$ cat config.mk
export PLATFORM = sky130hd
export DESIGN_NAME = dmem_port_arbiter
export DESIGN_NICKNAME = d
export VERILOG_FILES = /design/src/rtl/dmem_arb_pkg.sv /design/src/rtl/dmem_arb_grant.sv /design/src/rtl/dmem_port_arbiter.sv
export SDC_FILE = /design/constraint.sdc
export NUM_CORES = 1
export LEC_CHECK = 0
export BUFFER_PORTS_ARGS = -buffer_cell sky130_fd_sc_hd__buf_2
export CAP_MARGIN = 20
export CORE_AREA = 2 2 111 113
export DETAILED_ROUTE_END_ITERATION = 8
export DIE_AREA = 0 0 113 115
export HOLD_SLACK_MARGIN = 0.1
export RECOVER_POWER = 25
export SLEW_MARGIN = 20
export SYNTH_ARGS = -nofsm -noshare
export SYNTH_HDL_FRONTEND = slang
export SYNTH_SLANG_ARGS = --single-unit
$ cat constraint.sdc
create_clock -name clk -period 2 [get_ports clk]
set_input_delay 0.3 -clock clk [delete_from_list [all_inputs] [get_ports clk]]
set_output_delay 0.3 -clock clk [all_outputs]
set_load 0.05 [all_outputs]
$ cat src/rtl/dmem_arb_pkg.sv
// dmem_arb_pkg: shared request and grant types for the data-memory port arbiter
package dmem_arb_pkg;
  localparam int DMEM_AW = 5;
  localparam int DMEM_DW = 32;
  typedef struct packed {
    logic               valid;
    logic               we;
    logic [DMEM_AW-1:0] addr;
    logic [DMEM_DW-1:0] wdata;
  } dmem_req_t;
  typedef enum logic [1:0] {GNT_NONE, GNT_R0, GNT_R1, GNT_BOTH} dmem_gnt_e;
endpackage

$ cat src/rtl/dmem_arb_grant.sv
// dmem_arb_grant: combinational grant decision from two requests and the priority pointer
module dmem_arb_grant
  import dmem_arb_pkg::*;
(
  input  dmem_req_t r0,
  input  dmem_req_t r1,
  input  logic      prio,
  output dmem_gnt_e gnt,
  output logic      conflict
);
  logic unused_fields;
  assign unused_fields = ^{r0.addr, r0.wdata, r1.addr, r1.wdata};
  always_comb begin
    conflict = r0.valid && r1.valid && (r0.we || r1.we);
    gnt = !r0.valid ? (r1.valid ? GNT_R1 : GNT_NONE) :
          !r1.valid ? GNT_R0 :
          !conflict ? GNT_BOTH :
          prio      ? GNT_R1 : GNT_R0;
  end
endmodule

$ cat src/rtl/dmem_port_arbiter.sv
// dmem_port_arbiter: shares the dual-port DataMemory between the LSU (r0) and the debug/DMA loader (r1)
module dmem_port_arbiter
  import dmem_arb_pkg::*;
#(
  parameter int ADDR_WIDTH = DMEM_AW,
  parameter int DATA_WIDTH = DMEM_DW
) (
  input  logic                  clk,
  input  logic                  rst,
  input  logic                  r0_valid,
  output logic                  r0_ready,
  input  logic                  r0_we,
  input  logic [ADDR_WIDTH-1:0] r0_addr,
  input  logic [DATA_WIDTH-1:0] r0_wdata,
  output logic                  r0_resp_valid,
  output logic [DATA_WIDTH-1:0] r0_resp_rdata,
  input  logic                  r1_valid,
  output logic                  r1_ready,
  input  logic                  r1_we,
  input  logic [ADDR_WIDTH-1:0] r1_addr,
  input  logic [DATA_WIDTH-1:0] r1_wdata,
  output logic                  r1_resp_valid,
  output logic [DATA_WIDTH-1:0] r1_resp_rdata,
  output logic [ADDR_WIDTH-1:0] mem_addr1,
  output logic [ADDR_WIDTH-1:0] mem_addr2,
  output logic [DATA_WIDTH-1:0] mem_wd1,
  output logic [DATA_WIDTH-1:0] mem_wd2,
  output logic                  mem_we,
  input  logic [DATA_WIDTH-1:0] mem_rd1,
  input  logic [DATA_WIDTH-1:0] mem_rd2
);
  dmem_req_t             req0, req1;
  dmem_gnt_e             gnt;
  logic                  conflict, wr0, wr1;
  logic                  prio_q, prio_d;
  logic                  r0_resp_valid_q, r0_resp_valid_d, r1_resp_valid_q, r1_resp_valid_d;
  logic [DATA_WIDTH-1:0] r0_resp_rdata_q, r0_resp_rdata_d, r1_resp_rdata_q, r1_resp_rdata_d;
  // Masking valids with rst keeps both ready and mem_we low while reset is held.
  assign req0 = '{valid: r0_valid && !rst, we: r0_we, addr: r0_addr, wdata: r0_wdata};
  assign req1 = '{valid: r1_valid && !rst, we: r1_we, addr: r1_addr, wdata: r1_wdata};
  dmem_arb_grant u_grant (
    .r0       (req0),
    .r1       (req1),
    .prio     (prio_q),
    .gnt      (gnt),
    .conflict (conflict)
  );
  assign r0_ready  = gnt == GNT_R0 || gnt == GNT_BOTH;
  assign r1_ready  = gnt == GNT_R1 || gnt == GNT_BOTH;
  assign wr0       = gnt == GNT_R0 && r0_we;
  assign wr1       = gnt == GNT_R1 && r1_we;
  assign mem_we    = wr0 || wr1;
  // A write drives its address onto both ports; a read uses only its own port.
  assign mem_addr1 = r0_ready ? r0_addr : wr1 ? r1_addr : '0;
  assign mem_addr2 = r1_ready ? r1_addr : wr0 ? r0_addr : '0;
  assign mem_wd1   = wr0 ? r0_wdata : wr1 ? r1_wdata : '0;
  assign mem_wd2   = mem_wd1;
  always_comb begin
    prio_d          = conflict ? !prio_q : prio_q;
    r0_resp_valid_d = r0_ready;
    r1_resp_valid_d = r1_ready;
    r0_resp_rdata_d = r0_ready ? (r0_we ? '0 : mem_rd1) : r0_resp_rdata_q;
    r1_resp_rdata_d = r1_ready ? (r1_we ? '0 : mem_rd2) : r1_resp_rdata_q;
  end
  always_ff @(posedge clk) begin
    if (rst) begin
      prio_q          <= 1'b0;
      r0_resp_valid_q <= 1'b0;
      r1_resp_valid_q <= 1'b0;
      r0_resp_rdata_q <= '0;
      r1_resp_rdata_q <= '0;
    end else begin
      prio_q          <= prio_d;
      r0_resp_valid_q <= r0_resp_valid_d;
      r1_resp_valid_q <= r1_resp_valid_d;
      r0_resp_rdata_q <= r0_resp_rdata_d;
      r1_resp_rdata_q <= r1_resp_rdata_d;
    end
  end
  assign r0_resp_valid = r0_resp_valid_q;
  assign r1_resp_valid = r1_resp_valid_q;
  assign r0_resp_rdata = r0_resp_rdata_q;
  assign r1_resp_rdata = r1_resp_rdata_q;
endmodule

# After elaboration in Yosys (flattened, before gate mapping)

Index checks and enable logic that the tools add are counted.

Reductions and logical operators: 12
Equality and inequality tests: 3
Multiplexer cells: 13

Operators with widths:

| kind                 | number |
|---|---|
| $mux W32             | 4 |
| $mux W5              | 4 |
| $mux W2              | 5 |
| $logic_and A1 B1 Y1  | 6 |
| $eq A2 B2 Y1 const B | 2 |
| $logic_or A1 B1 Y1   | 4 |
| $eq A2 B1 Y1 const B | 1 |
| $logic_not A1 Y1     | 2 |

Output and inout bits: 143
Word-level logic and storage cells: 33
Input port bits: 144
Flip-flop bits (word level): 67

# Longest topological paths before layout

Word-level depth: 11
Depth in mapped cells: 7
Mapped depth without buffers: 4

# Cells and area by module

A second synthesis with hierarchy kept.

Cells, all modules: 414
Area, all modules: 3523.4 um2

Modules (own cells, without submodules):

| module            | sequential area each (um2) | area an instance (um2) | cells an instance | times used |
|---|---|---|---|---|
| dmem_port_arbiter | 1341.3                     | 3488.3                 | 408               | 1 |
| dmem_arb_grant    | 0.0                        | 35.0                   | 6                 | 1 |

# Worst setup path before layout

OpenSTA, ideal clock, no wires.

Path kind: input -> output
Start: input r1_we
End: output mem_addr1[0]
Arrival: 1.988 ns
Stages on the path: 4
Required time: 1.700 ns
Slack: -0.288 ns
Path buffers: 1
Cell sequence: o211a_1 -> clkbuf_1 -> nor3_2 -> a22o_1

Elaborated cells on any way between the ends: 12
Classes of those cells: 3 x eq/ne; 5 x mux; 4 x reduce/logical

RTL lines:

| element                                             | line                    | text |
|---|---|---|
| start, declared                                     | dmem_port_arbiter.sv:19 | `input logic r1_we,` |
| $logic_or A1 B1 Y1 *                                | dmem_arb_grant.sv:14    | `conflict = r0.valid && r1.valid && (r0.we \|\| r1.we);` |
| $logic_and A1 B1 Y1 *                               | dmem_arb_grant.sv:14    |  |
| $mux W2 *                                           | dmem_arb_grant.sv:17    | `!conflict ? GNT_BOTH :` |
| $mux W2 *                                           | dmem_arb_grant.sv:16    | `!r1.valid ? GNT_R0 :` |
| $mux W2 *                                           | dmem_arb_grant.sv:15    | `gnt = !r0.valid ? (r1.valid ? GNT_R1 : GNT_NONE) :` |
| $eq A2 B1 Y1 / $eq A2 B2 Y1 (equally long branches) | dmem_port_arbiter.sv:48 | `assign r0_ready = gnt == GNT_R0 \|\| gnt == GNT_BOTH;` |
| $logic_or A1 B1 Y1 *                                | dmem_port_arbiter.sv:48 |  |
| via r0_ready                                        | dmem_port_arbiter.sv:11 | `output logic r0_ready,` |
| $mux W5 *                                           | dmem_port_arbiter.sv:54 | `assign mem_addr1 = r0_ready ? r0_addr : wr1 ? r1_addr : '0;` |
| end, declared                                       | dmem_port_arbiter.sv:24 | `output logic [ADDR_WIDTH-1:0] mem_addr1,` |

Mark *: on every way through the listed nets, which the timed path passes. The rest lies on a longest branch.

# Worst setup path after layout

Start: register prio_q
End: output mem_wd1[17]

Cells in the longest elaborated chain, start to end: 8
Elaborated cells on any way between the ends: 10
Classes of those cells: 2 x eq/ne; 6 x mux; 2 x reduce/logical

RTL lines:

| element                | line                    | text |
|---|---|---|
| start, declared        | dmem_port_arbiter.sv:35 | `logic prio_q, prio_d;` |
| start signal, assigned | dmem_port_arbiter.sv:73 | `prio_q <= prio_d;` |
| $mux W2 *              | dmem_arb_grant.sv:18    | `prio ? GNT_R1 : GNT_R0;` |
| $mux W2 *              | dmem_arb_grant.sv:17    |  |
| $mux W2 *              | dmem_arb_grant.sv:16    |  |
| $mux W2 *              | dmem_arb_grant.sv:15    |  |
| $eq A2 B2 Y1           | dmem_port_arbiter.sv:51 | `assign wr1 = gnt == GNT_R1 && r1_we;` |
| $logic_and A1 B1 Y1    | dmem_port_arbiter.sv:51 |  |
| $mux W32               | dmem_port_arbiter.sv:56 | `assign mem_wd1 = wr0 ? r0_wdata : wr1 ? r1_wdata : '0;` |
| $mux W32 *             | dmem_port_arbiter.sv:56 |  |
| end, declared          | dmem_port_arbiter.sv:26 | `output logic [DATA_WIDTH-1:0] mem_wd1,` |

Mark *: on every way between the ends. The rest lies on a longest branch, timed or not.

==> run_results.csv <==
group,metric,value,unit
clocking,post_cts_buffers,0,
finish,fin_area,5630,µm²
clocking,cts_inserted_buffers,9,
power,max-vdd-ir-drop,0.314,mV
clocking,clock_sinks,67,
worst_setup_path,crit_path_max_fanout,19,
floorplanning,start_util,30.0,%
drt,first_pass_iters,7,
floorplanning,die_w,113,µm
run_status,violations,"DRC",
clocking,cts.path.max_buffers,2,
grt,grtUsageTotal,19.6,%
finish,drive_gt1_share,48.5,%
drt,final_antenna_net_count,0,
sta,setup_viol,0,
job,maxCapViolations,0,
power,p_total,4.26,mW
synth,synth.avg_cell_area,9.03,µm²
finish,fin_cells,786,
power,total_leakage_power,2.92,nW
finish,final_common_cell,"buf_2",
clocking,ctsRootBufferMaster,"clkbuf_16",
synth,ys_ff_latch,67,
worst_setup_path,worstPathArrival,1.67,ns
synth,synth_top_area_cell,"dfxtp_1",
floorplanning,io_pins,287,
worst_setup_path,crit_required,1.70,ns
synth,ys_seq_area_share,37.9,%
clocking,cts_tree,"done",
sta,finalCritPeriodShare,98.6,%
sta,fin_worst_skew,0.00543,ns
power,powerDensity,757,nW/µm²
synth,synth.cell_area,3540,µm²
sta,finalHoldViolations,0,
floorplanning,fp-row-count,40,
synth,syn_inst,392,
grt,first_global_vias,3788,
run_status,status,"finished, violations left",
grt,grt_max_degree,39,
finish,area_growth,59.1,%
floorplanning,die-height,115,µm
drt,wl_per_cell,17.4,µm
placed_design,gp_congestion,0.910,
synth,ys_types,26,
placed_design,place.port_buffers,286,
finish,final_cell_mix,"buf_2, nand2_1, dfxtp_1, clkbuf_1, buf_6",
drt,viasPerCell,5.05,
placed_design,dp_cells,767,
hold_path,min_path_type,"primary input to register",
sta,fin_crit,1.97,ns
worst_setup_path,r2r_setup_slack,0.50,ns
placed_design,hpwl,9860,µm
synth,syn_nets,536,
worst_setup_path,cp-start-kind,"register",
drt,route.detailed.drc,20,
sta,fmax,507,MHz
worst_setup_path,crit_type,"register to primary output",
grt,grt_pass1_wl,20200,µm
synth,synthTopCellsByArea,"dfxtp_1, a22o_1, mux2i_1",
drt,routed_wl,13600,µm
synth,yosys_warnings,0,
drt,dr.first_iter.drc_count,238,
synth,yosysTopAreaCellShare,37.9,%
worst_setup_path,crit_path_end_kind,"primary output",
finish,nets,776,
clocking,clk_pin_slew,0.05,ns
drt,vias,3967,
sta,rsz0062_at_grt,"true",
sta,worst_pin_slew,0.730,ns
floorplanning,die-area,13000,µm²
clocking,cts_max_level,3,
sta,slew_viol_final,0,
clocking,clkLatencyLatePin,0.33,ns
placed_design,place_area,4880,µm²
placed_design,pre_cts_slack,0.0852,ns
sta,relSlewSlack,51.4,%
floorplanning,core-area,11800,µm²
sta,worst_slack,0.0279,ns
grt,antenna_found_initial,2,
grt,grt_overflow,0,
==> logic make-up (layout without fill, tap and decap cells) <==
| family | Yosys count | count (layout) | share of synthesized area, % |
|---|---|---|---|
| flip-flops | 67 | 67 | 37.9 |
| other | 0 | 2 | 0 |
| buffers and inverters | 73 | 318 | 12.6 |
| AND/OR/NAND/NOR | 141 | 141 | 22.0 |
| multiplexers | 32 | 32 | 9.05 |
| AO/OA/AOI/OAI | 79 | 79 | 18.4 |
==> critical path, stage by stage (launching register included) <==
cell      delay, ns
dfxtp_2        0.34
nand2b_4       0.15
and3_4         0.21
buf_12         0.16
a22o_2         0.28
buf_4          0.20
==> cell usage after synthesis <==
master	number
nand2_1	73
dfxtp_1	67
a22o_1	42
buf_4	36
o211ai_1	33
mux2i_1	32
nand4b_1	32
nand2b_1	26
clkbuf_1	17
buf_2	11
buf_6	3
inv_2	3
and3_1	2
buf_1	2
nor2_1	2
a21oi_1	1
clkinv_1	1
nor2b_1	1
nor2b_2	1
nor3_1	1
nor3_2	1
o211a_1	1
o21ai_0	1
o21ai_4	1
or2_1	1
or3_1	1
==> final cells by class <==
cell class / count / area [µm²]
tap: 147 / 184
multi-input combinational: 252 / 1930
inverter: 4 / 15.0
fill: 1131 / 6180
clock inverter: 4 / 72.6
antenna: 2 / 5.00
clock buffer: 12 / 256
sequential: 67 / 1340
timing repair buffer: 298 / 1830
==> metrics by stage <==
stage,TNS (ns),util (%),hold slack (ns)
finish,0,47.7,0.211
global route,-0.207,47.7,0.209
detailed placement,0,41.3,0.452
global placement,0,41.3,0.443
floorplan,-0.0239,-,0.369
CTS,0,47.4,0.197
==> flip-flops by register name, summed over array words and instances (netlist names) <==
| register | flops |
|---|---|
| r1_resp_rdata | 32 |
| r1_resp_valid | 1 |
| r0_resp_rdata | 32 |
| prio_q | 1 |
| r0_resp_valid | 1 |
==> where the power goes <==
part           switching, mW  internal, mW
logic                  0.750         0.368
clock network          0.564          1.16
registers             0.0298          1.39
==> per-layer routing <==
layer  share of wire [%]  GRT usage (%)
met2                  51           34.8
met5                   0              0
met1                  39           22.9
met3                 6.6           2.85
met4                 3.8           10.4
==> final timing paths <==
path,from,cells past startpoint,endpoint
min,mem_rd1[23],3,r0_resp_rdata[23]$_SDFFE_PP0P_
min reg2reg,r1_resp_rdata[19]$_SDFFE_PP0P_,2,r1_resp_rdata[19]$_SDFFE_PP0P_
max,prio_q$_SDFFE_PP0N_,5,mem_wd1[17]
max reg2reg,prio_q$_SDFFE_PP0N_,4,r0_resp_rdata[31]$_SDFFE_PP0P_
==> what timing repair did <==
action / 4_1_cts / 5_1_grt
pin swaps: 1 / 0
setup endpoints to repair: 70 / 35
hold buffers: 0 / 0
gates resized for setup: 101 / 34
cloned: 1 / 0
Note: power is estimated with default switching activity, not from simulation.
